### src/rtl/mem_port_arbiter.sv
// Shares one memory port between instruction fetch and load/store traffic.
// One transaction in flight at a time; ties alternate; RESP aborts after TIMEOUT cycles.
module mem_port_arbiter #(
  parameter int unsigned TIMEOUT = 16
) (
  input  logic        clk,
  input  logic        reset,

  input  logic        i_req,
  input  logic [31:0] i_addr,
  output logic        i_gnt,
  output logic        i_rvalid,
  output logic [31:0] i_rdata,

  input  logic        d_req,
  input  logic        d_we,
  input  logic [3:0]  d_be,
  input  logic [31:0] d_addr,
  input  logic [31:0] d_wdata,
  output logic        d_gnt,
  output logic        d_rvalid,
  output logic [31:0] d_rdata,
  output logic        d_err,

  output logic        m_req,
  output logic        m_we,
  output logic [3:0]  m_be,
  output logic [31:0] m_addr,
  output logic [31:0] m_wdata,
  input  logic        m_ack,
  input  logic        m_rvalid,
  input  logic [31:0] m_rdata
);

  typedef enum logic [1:0] {StIdle, StIssue, StResp} state_e;

  localparam logic       OwnFetch    = 1'b0;
  localparam logic       OwnData     = 1'b1;
  localparam logic [7:0] TimeoutLast = 8'(TIMEOUT - 1);

  state_e      state_q;
  logic        owner_q;
  logic        last_owner_q;
  logic [7:0]  tmo_cnt_q;
  logic        cmd_we_q;
  logic [3:0]  cmd_be_q;
  logic [31:0] cmd_addr_q;
  logic [31:0] cmd_wdata_q;
  logic        i_rvalid_q;
  logic        d_rvalid_q;
  logic        d_err_q;
  logic [31:0] i_rdata_q;
  logic [31:0] d_rdata_q;

  logic pick_data;
  logic grant_en;

  // Data wins when it is alone, or on a tie when fetch had the previous grant.
  always_comb begin
    pick_data = d_req && (!i_req || (last_owner_q == OwnFetch));
    grant_en  = !reset && (state_q == StIdle) && (i_req || d_req);
  end

  always_ff @(posedge clk) begin
    if (reset) begin
      state_q      <= StIdle;
      owner_q      <= OwnFetch;
      last_owner_q <= OwnFetch;
      tmo_cnt_q    <= 8'd0;
      cmd_we_q     <= 1'b0;
      cmd_be_q     <= 4'd0;
      cmd_addr_q   <= 32'd0;
      cmd_wdata_q  <= 32'd0;
      i_rvalid_q   <= 1'b0;
      d_rvalid_q   <= 1'b0;
      d_err_q      <= 1'b0;
      i_rdata_q    <= 32'd0;
      d_rdata_q    <= 32'd0;
    end else begin
      i_rvalid_q <= 1'b0;
      d_rvalid_q <= 1'b0;
      d_err_q    <= 1'b0;
      unique case (state_q)
        StIdle: begin
          if (grant_en) begin
            owner_q      <= pick_data;
            last_owner_q <= pick_data;
            state_q      <= StIssue;
            if (pick_data) begin
              cmd_we_q    <= d_we;
              cmd_be_q    <= d_be;
              cmd_addr_q  <= d_addr;
              cmd_wdata_q <= d_wdata;
            end else begin
              cmd_we_q    <= 1'b0;
              cmd_be_q    <= 4'b1111;
              cmd_addr_q  <= i_addr;
              cmd_wdata_q <= 32'd0;
            end
          end
        end
        StIssue: begin
          if (m_ack) begin
            tmo_cnt_q <= 8'd0;
            state_q   <= StResp;
          end
        end
        StResp: begin
          // A response in the timeout cycle still counts as a normal completion.
          if (m_rvalid) begin
            state_q <= StIdle;
            if (owner_q == OwnData) begin
              d_rvalid_q <= 1'b1;
              d_rdata_q  <= m_rdata;
            end else begin
              i_rvalid_q <= 1'b1;
              i_rdata_q  <= m_rdata;
            end
          end else if (tmo_cnt_q == TimeoutLast) begin
            state_q <= StIdle;
            if (owner_q == OwnData) begin
              d_rvalid_q <= 1'b1;
              d_err_q    <= 1'b1;
              d_rdata_q  <= 32'd0;
            end else begin
              i_rvalid_q <= 1'b1;
              i_rdata_q  <= 32'd0;
            end
          end else begin
            tmo_cnt_q <= tmo_cnt_q + 8'd1;
          end
        end
        default: state_q <= StIdle;
      endcase
    end
  end

  // Outputs are forced low combinationally so they read zero in the first reset cycle too.
  always_comb begin
    i_gnt    = grant_en && !pick_data;
    d_gnt    = grant_en && pick_data;
    m_req    = !reset && (state_q == StIssue);
    m_we     = reset ? 1'b0  : cmd_we_q;
    m_be     = reset ? 4'd0  : cmd_be_q;
    m_addr   = reset ? 32'd0 : cmd_addr_q;
    m_wdata  = reset ? 32'd0 : cmd_wdata_q;
    i_rvalid = !reset && i_rvalid_q;
    d_rvalid = !reset && d_rvalid_q;
    d_err    = !reset && d_err_q;
    i_rdata  = reset ? 32'd0 : i_rdata_q;
    d_rdata  = reset ? 32'd0 : d_rdata_q;
  end

endmodule

### config.mk
export PLATFORM = sky130hd
export DESIGN_NAME = mem_port_arbiter
export DESIGN_NICKNAME = d
export VERILOG_FILES = /design/src/rtl/mem_port_arbiter.sv
export SDC_FILE = /design/constraint.sdc
export NUM_CORES = 1
export LEC_CHECK = 0
export CORE_ASPECT_RATIO = 1.75
export CORE_MARGIN = 2
export CORE_UTILIZATION = 47
export CTS_BUF_LIST = sky130_fd_sc_hd__clkbuf_4 sky130_fd_sc_hd__clkbuf_8
export DETAILED_ROUTE_END_ITERATION = 16
export GPL_ROUTABILITY_DRIVEN = 0
export PLACE_DENSITY = 0.95
export SLEW_MARGIN = 25
export SYNTH_ARGS = -nofsm -noshare
export SYNTH_HDL_FRONTEND = slang
export SYNTH_SLANG_ARGS = --single-unit
### constraint.sdc
create_clock -name clk -period 4.2 [get_ports clk]
set_input_delay 0.84 -clock clk [delete_from_list [all_inputs] [get_ports clk]]
set_output_delay 0.84 -clock clk [all_outputs]
set_load 0.02 [all_outputs]
==> impl_results.html <==
<table>
<tr><th>Metric</th><th>Value</th></tr>
<tr><th colspan="2">Cells and area</th></tr>
<tr><td>Final #Nets</td><td>1,063</td></tr>
<tr><td>Ratio of cells with drive above 1 in the final layout</td><td>0.0824</td></tr>
<tr><td>Leading cell type in the layout, fill and taps excluded</td><td>clkdlybuf4s50_1</td></tr>
<tr><td>Number of cells in the finished layout apart from fillers</td><td>1,110</td></tr>
<tr><td>Commonest non-fill, non-tap cells in the layout</td><td>clkdlybuf4s50_1 (276), dfxtp_1 (147), nor2b_1 (108)</td></tr>
<tr><td>Layout overhead on the synthesized area</td><td>51.4%</td></tr>
<tr><th colspan="2">GRT</th></tr>
<tr><td>Pin count of the biggest net entering global routing</td><td>79</td></tr>
<tr><td>Vias in the first global route</td><td>5,880</td></tr>
<tr><td>Total grt overflow</td><td>0</td></tr>
<tr><td>Global-route usage over all layers</td><td>0.251</td></tr>
<tr><td>Number of antenna violations at the first check in global routing</td><td>1</td></tr>
<tr><td>Wire length of the first global-routing pass</td><td>28,800 um</td></tr>
<tr><th colspan="2">Power</th></tr>
<tr><td>P_leak</td><td>4.18 nW</td></tr>
<tr><td>Cell Pwr Density</td><td>331 nW/um^2</td></tr>
<tr><td>Worst IR Drop VDD</td><td>0.000245 V</td></tr>
<tr><th colspan="2">Worst setup path</th></tr>
<tr><td>Kind of capture point of the worst setup path</td><td>primary output</td></tr>
<tr><td>Reg-to-reg slack, setup</td><td>1.79 ns</td></tr>
<tr><td>R2R cell count</td><td>6</td></tr>
<tr><td>Startpoint of the worst-slack reg-to-reg timing path</td><td>tmo_cnt_q[0]</td></tr>
<tr><td>Critical Setup Path Class</td><td>input pin to primary output</td></tr>
<tr><td>Data arrival time of the worst path</td><td>2.67 ns</td></tr>
<tr><td>Capture point of the worst reg-to-reg path</td><td>d_rdata_q[18]</td></tr>
<tr><td>Max FO, Critical Path</td><td>78</td></tr>
<tr><td>Endpoint required time on the critical path</td><td>3.36 ns</td></tr>
<tr><td>Worst Setup Start Kind</td><td>input pin</td></tr>
<tr><th colspan="2">Synthesis</th></tr>
<tr><td>Syn Std Cell Area</td><td>between 6000 and 7000 um^2</td></tr>
<tr><td>Synth cell types</td><td>38</td></tr>
<tr><td>Avg Cell Area, Syn</td><td>9.39 um^2</td></tr>
<tr><td>Portion of the post-synthesis area used by sequential elements</td><td>0.466</td></tr>
<tr><td>Number of synthesis warnings</td><td>0</td></tr>
<tr><td>Number of standard cells after synthesis</td><td>673</td></tr>
<tr><td>Total of flip-flops plus latches after synthesis</td><td>147</td></tr>
<tr><td>Syn_nets</td><td>813</td></tr>
<tr><th colspan="2">Worst hold path</th></tr>
<tr><td>Count of cells along the worst hold path</td><td>1</td></tr>
<tr><td>Hold path start</td><td>cmd_wdata_q[25]</td></tr>
<tr><td>Path type of the worst min-delay path</td><td>flop to flop</td></tr>
<tr><td>Hold EP</td><td>cmd_wdata_q[25]</td></tr>
<tr><th colspan="2">Clocking</th></tr>
<tr><td>Maximum root-to-sink buffer count</td><td>2</td></tr>
<tr><td>Clock root cell</td><td>clkbuf_8</td></tr>
<tr><td>Clock latency on the worst-skew pair</td><td>0.43 ns</td></tr>
<tr><td>Count of instances resized after the clock tree is built</td><td>0</td></tr>
<tr><td>Buffers inserted by post-CTS timing repair</td><td>0</td></tr>
<tr><td>Reg clk slew, reported paths</td><td>0.08 ns</td></tr>
<tr><td>Number of clock buffers inserted by TritonCTS</td><td>17</td></tr>
<tr><td>Clock tree from TritonCTS</td><td>done</td></tr>
<tr><td>H-tree levels</td><td>4</td></tr>
<tr><td>CTS sink cnt</td><td>147</td></tr>
<tr><td>CTS Hold Buffers Added</td><td>0</td></tr>
<tr><th colspan="2">Floorplanning</th></tr>
<tr><td>Count of pins on the block boundary</td><td>278</td></tr>
<tr><td>DIE AREA</td><td>roughly 14,000 um^2</td></tr>
<tr><td>Vertical die dimension</td><td>157 um</td></tr>
<tr><td>Die width</td><td>~92 um</td></tr>
<tr><td>Number of standard-cell rows in the floorplan</td><td>56</td></tr>
<tr><td>Starting density of the core</td><td>0.477</td></tr>
<tr><td>Core region area</td><td>13,200 um^2</td></tr>
<tr><th colspan="2">Timing</th></tr>
<tr><td>Period Utilization, post-route</td><td>0.835</td></tr>
<tr><td>Peak clock frequency supported by timing</td><td>285 MHz</td></tr>
<tr><td>Hold Violations, Final</td><td>0</td></tr>
<tr><td>Hold slack</td><td>0.474 ns</td></tr>
<tr><td>Min Clock Period, post-route</td><td>3.51 ns</td></tr>
<tr><td>Slew @ Worst Pin</td><td>about 0.85 ns</td></tr>
<tr><td>Setup TNS Final</td><td>0 ns</td></tr>
<tr><td>Final Slew Violations</td><td>0</td></tr>
<tr><td>Number of setup violations in the final report</td><td>0</td></tr>
<tr><td>Clock skew after layout</td><td>0.0136 ns</td></tr>
<tr><td>Max_slew headroom</td><td>0.433</td></tr>
<tr><td>RSZ-0062 raised after global routing</td><td>false</td></tr>
<tr><th colspan="2">Routing</th></tr>
<tr><td>Via count</td><td>5,864</td></tr>
<tr><td>Final ANT Viol Nets</td><td>0</td></tr>
<tr><td>Initial DRC Count</td><td>405</td></tr>
<tr><td>Total iterations of the first detailed-routing run</td><td>8</td></tr>
<tr><td>Routed wire length per instance</td><td>16.8 um</td></tr>
<tr><td>Vias/cell</td><td>5.28</td></tr>
<tr><td>Sum of routed wire length over all layers</td><td>between 15,000 and 20,000 um</td></tr>
<tr><td>Residual DRC</td><td>0</td></tr>
<tr><th colspan="2">Placement</th></tr>
<tr><td>Number of cells in the design after placement</td><td>1,078</td></tr>
<tr><td>Port Buffer Count</td><td>277</td></tr>
<tr><td>Final HPWL DP</td><td>between 10,000 and 15,000 um</td></tr>
<tr><th colspan="2">Job</th></tr>
<tr><td>Total of max-cap violations</td><td>0</td></tr>
<tr><th colspan="2">Status</th></tr>
<tr><td>Outcome</td><td>completed</td></tr>
</table>
Yosys cell counts:
library cell	n	share of area
o22a_1	4	0.0055
a22o_1	33	0.046
nor4b_1	1	0.0014
a22oi_1	35	0.042
o21ai_1	2	0.0016
buf_2	9	0.0071
a41oi_1	1	0.0014
a21boi_0	1	0.0012
a21o_1	3	0.0036
mux2i_1	1	0.0016
clkbuf_2	1	0.00079
nor3b_1	1	0.0012
dfxtp_1	147	0.47
nand2b_1	35	0.035
and4_1	2	0.0028
and3_1	4	0.0040
nand3b_1	1	0.0012
nor2b_1	108	0.11
or3_1	4	0.0040
nand2_1	44	0.026
o211ai_1	3	0.0036
clkbuf_1	41	0.024
mux2_1	3	0.0053
mux2_4	29	0.069
buf_1	1	0.00059
a222oi_1	29	0.046
ha_1	1	0.0020
inv_1	38	0.023
nor2_1	64	0.038
a21oi_1	4	0.0032
a21bo_2	1	0.0016
a31oi_1	4	0.0040
o21ai_0	3	0.0024
nand3_1	6	0.0048
buf_6	5	0.0089
nor4_4	1	0.0034
nor3_1	2	0.0016
or4_1	1	0.0012
kinds of logic after synthesis:
group / synth area share
buf+inv: 0.0643
flops: 0.466
mux: 0.0758
simple gates: 0.231
fa+ha+maj: 0.00198
compound gates: 0.161
registers in the layout, indices dropped and copies added (netlist names):
name,flops
cmd_addr_q,32
cmd_be_q,4
cmd_wdata_q,32
cmd_we_q,1
d_err_q,1
d_rdata_q,32
d_rvalid_q,1
i_rdata_q,32
i_rvalid_q,1
last_owner_q,1
state_q,2
tmo_cnt_q,8
power by group:
part | leakage [nW] | internal (mW) | switching [mW]
Clock | 0.210 | 0.637 | 0.532
Combinational | 2.77 | 0.275 | 0.231
Sequential | 1.19 | 1.46 | 0.0290
Total | 4.18 | 2.37 | 0.793
per-stage QoR:
step | cell area (um^2) | utilization | setup slack, ns | power (mW)
6_report | 9570 | 0.722 | 0.692 | 3.16
5_1_grt | 9570 | 0.722 | 0.555 | 3.28
4_1_cts | 9560 | 0.722 | 0.688 | 3.19
3_5_place_dp | 9140 | 0.690 | 0.687 | 2.02
3_3_place_gp | 9140 | 0.690 | 0.737 | 2.01
2_1_floorplan | 6320 | - | 1.38 | 1.77
worst max-delay path, stage by stage:
cell and delay [ns]:
buf_6 0.40, buf_4 0.58, nand2b_1 0.21, inv_1 0.04
clkdlybuf4s50_1 0.54
routing by layer:
metal	track usage	wire length [um]
met1	0.264	6660
met3	0.0670	1150
met4	0.128	757
met5	0	0
met2	0.453	10000
layout make-up:
type                    instances  area, um^2
fillers                       927        3680
clock inverters                10         149
inverters                      38         143
diodes                          1        2.50
clock buffers                  21         277
repair buffers                288        2860
flip-flops and latches        147        2940
well taps                     174         218
multi-input cells             431        2980
worst max path at each step:
stage,start,to,slack (ns),cells past startpoint
after floorplan,reset,d_gnt,1.38,6
after global placement,reset,d_rdata[2],0.74,5
after detailed placement,reset,d_rdata[2],0.69,5
after CTS,reset,d_rdata[2],0.69,5
after global routing,reset,d_rdata[5],0.56,5
final,reset,d_rdata[2],0.69,5
Power figures use the tool's default switching activity.
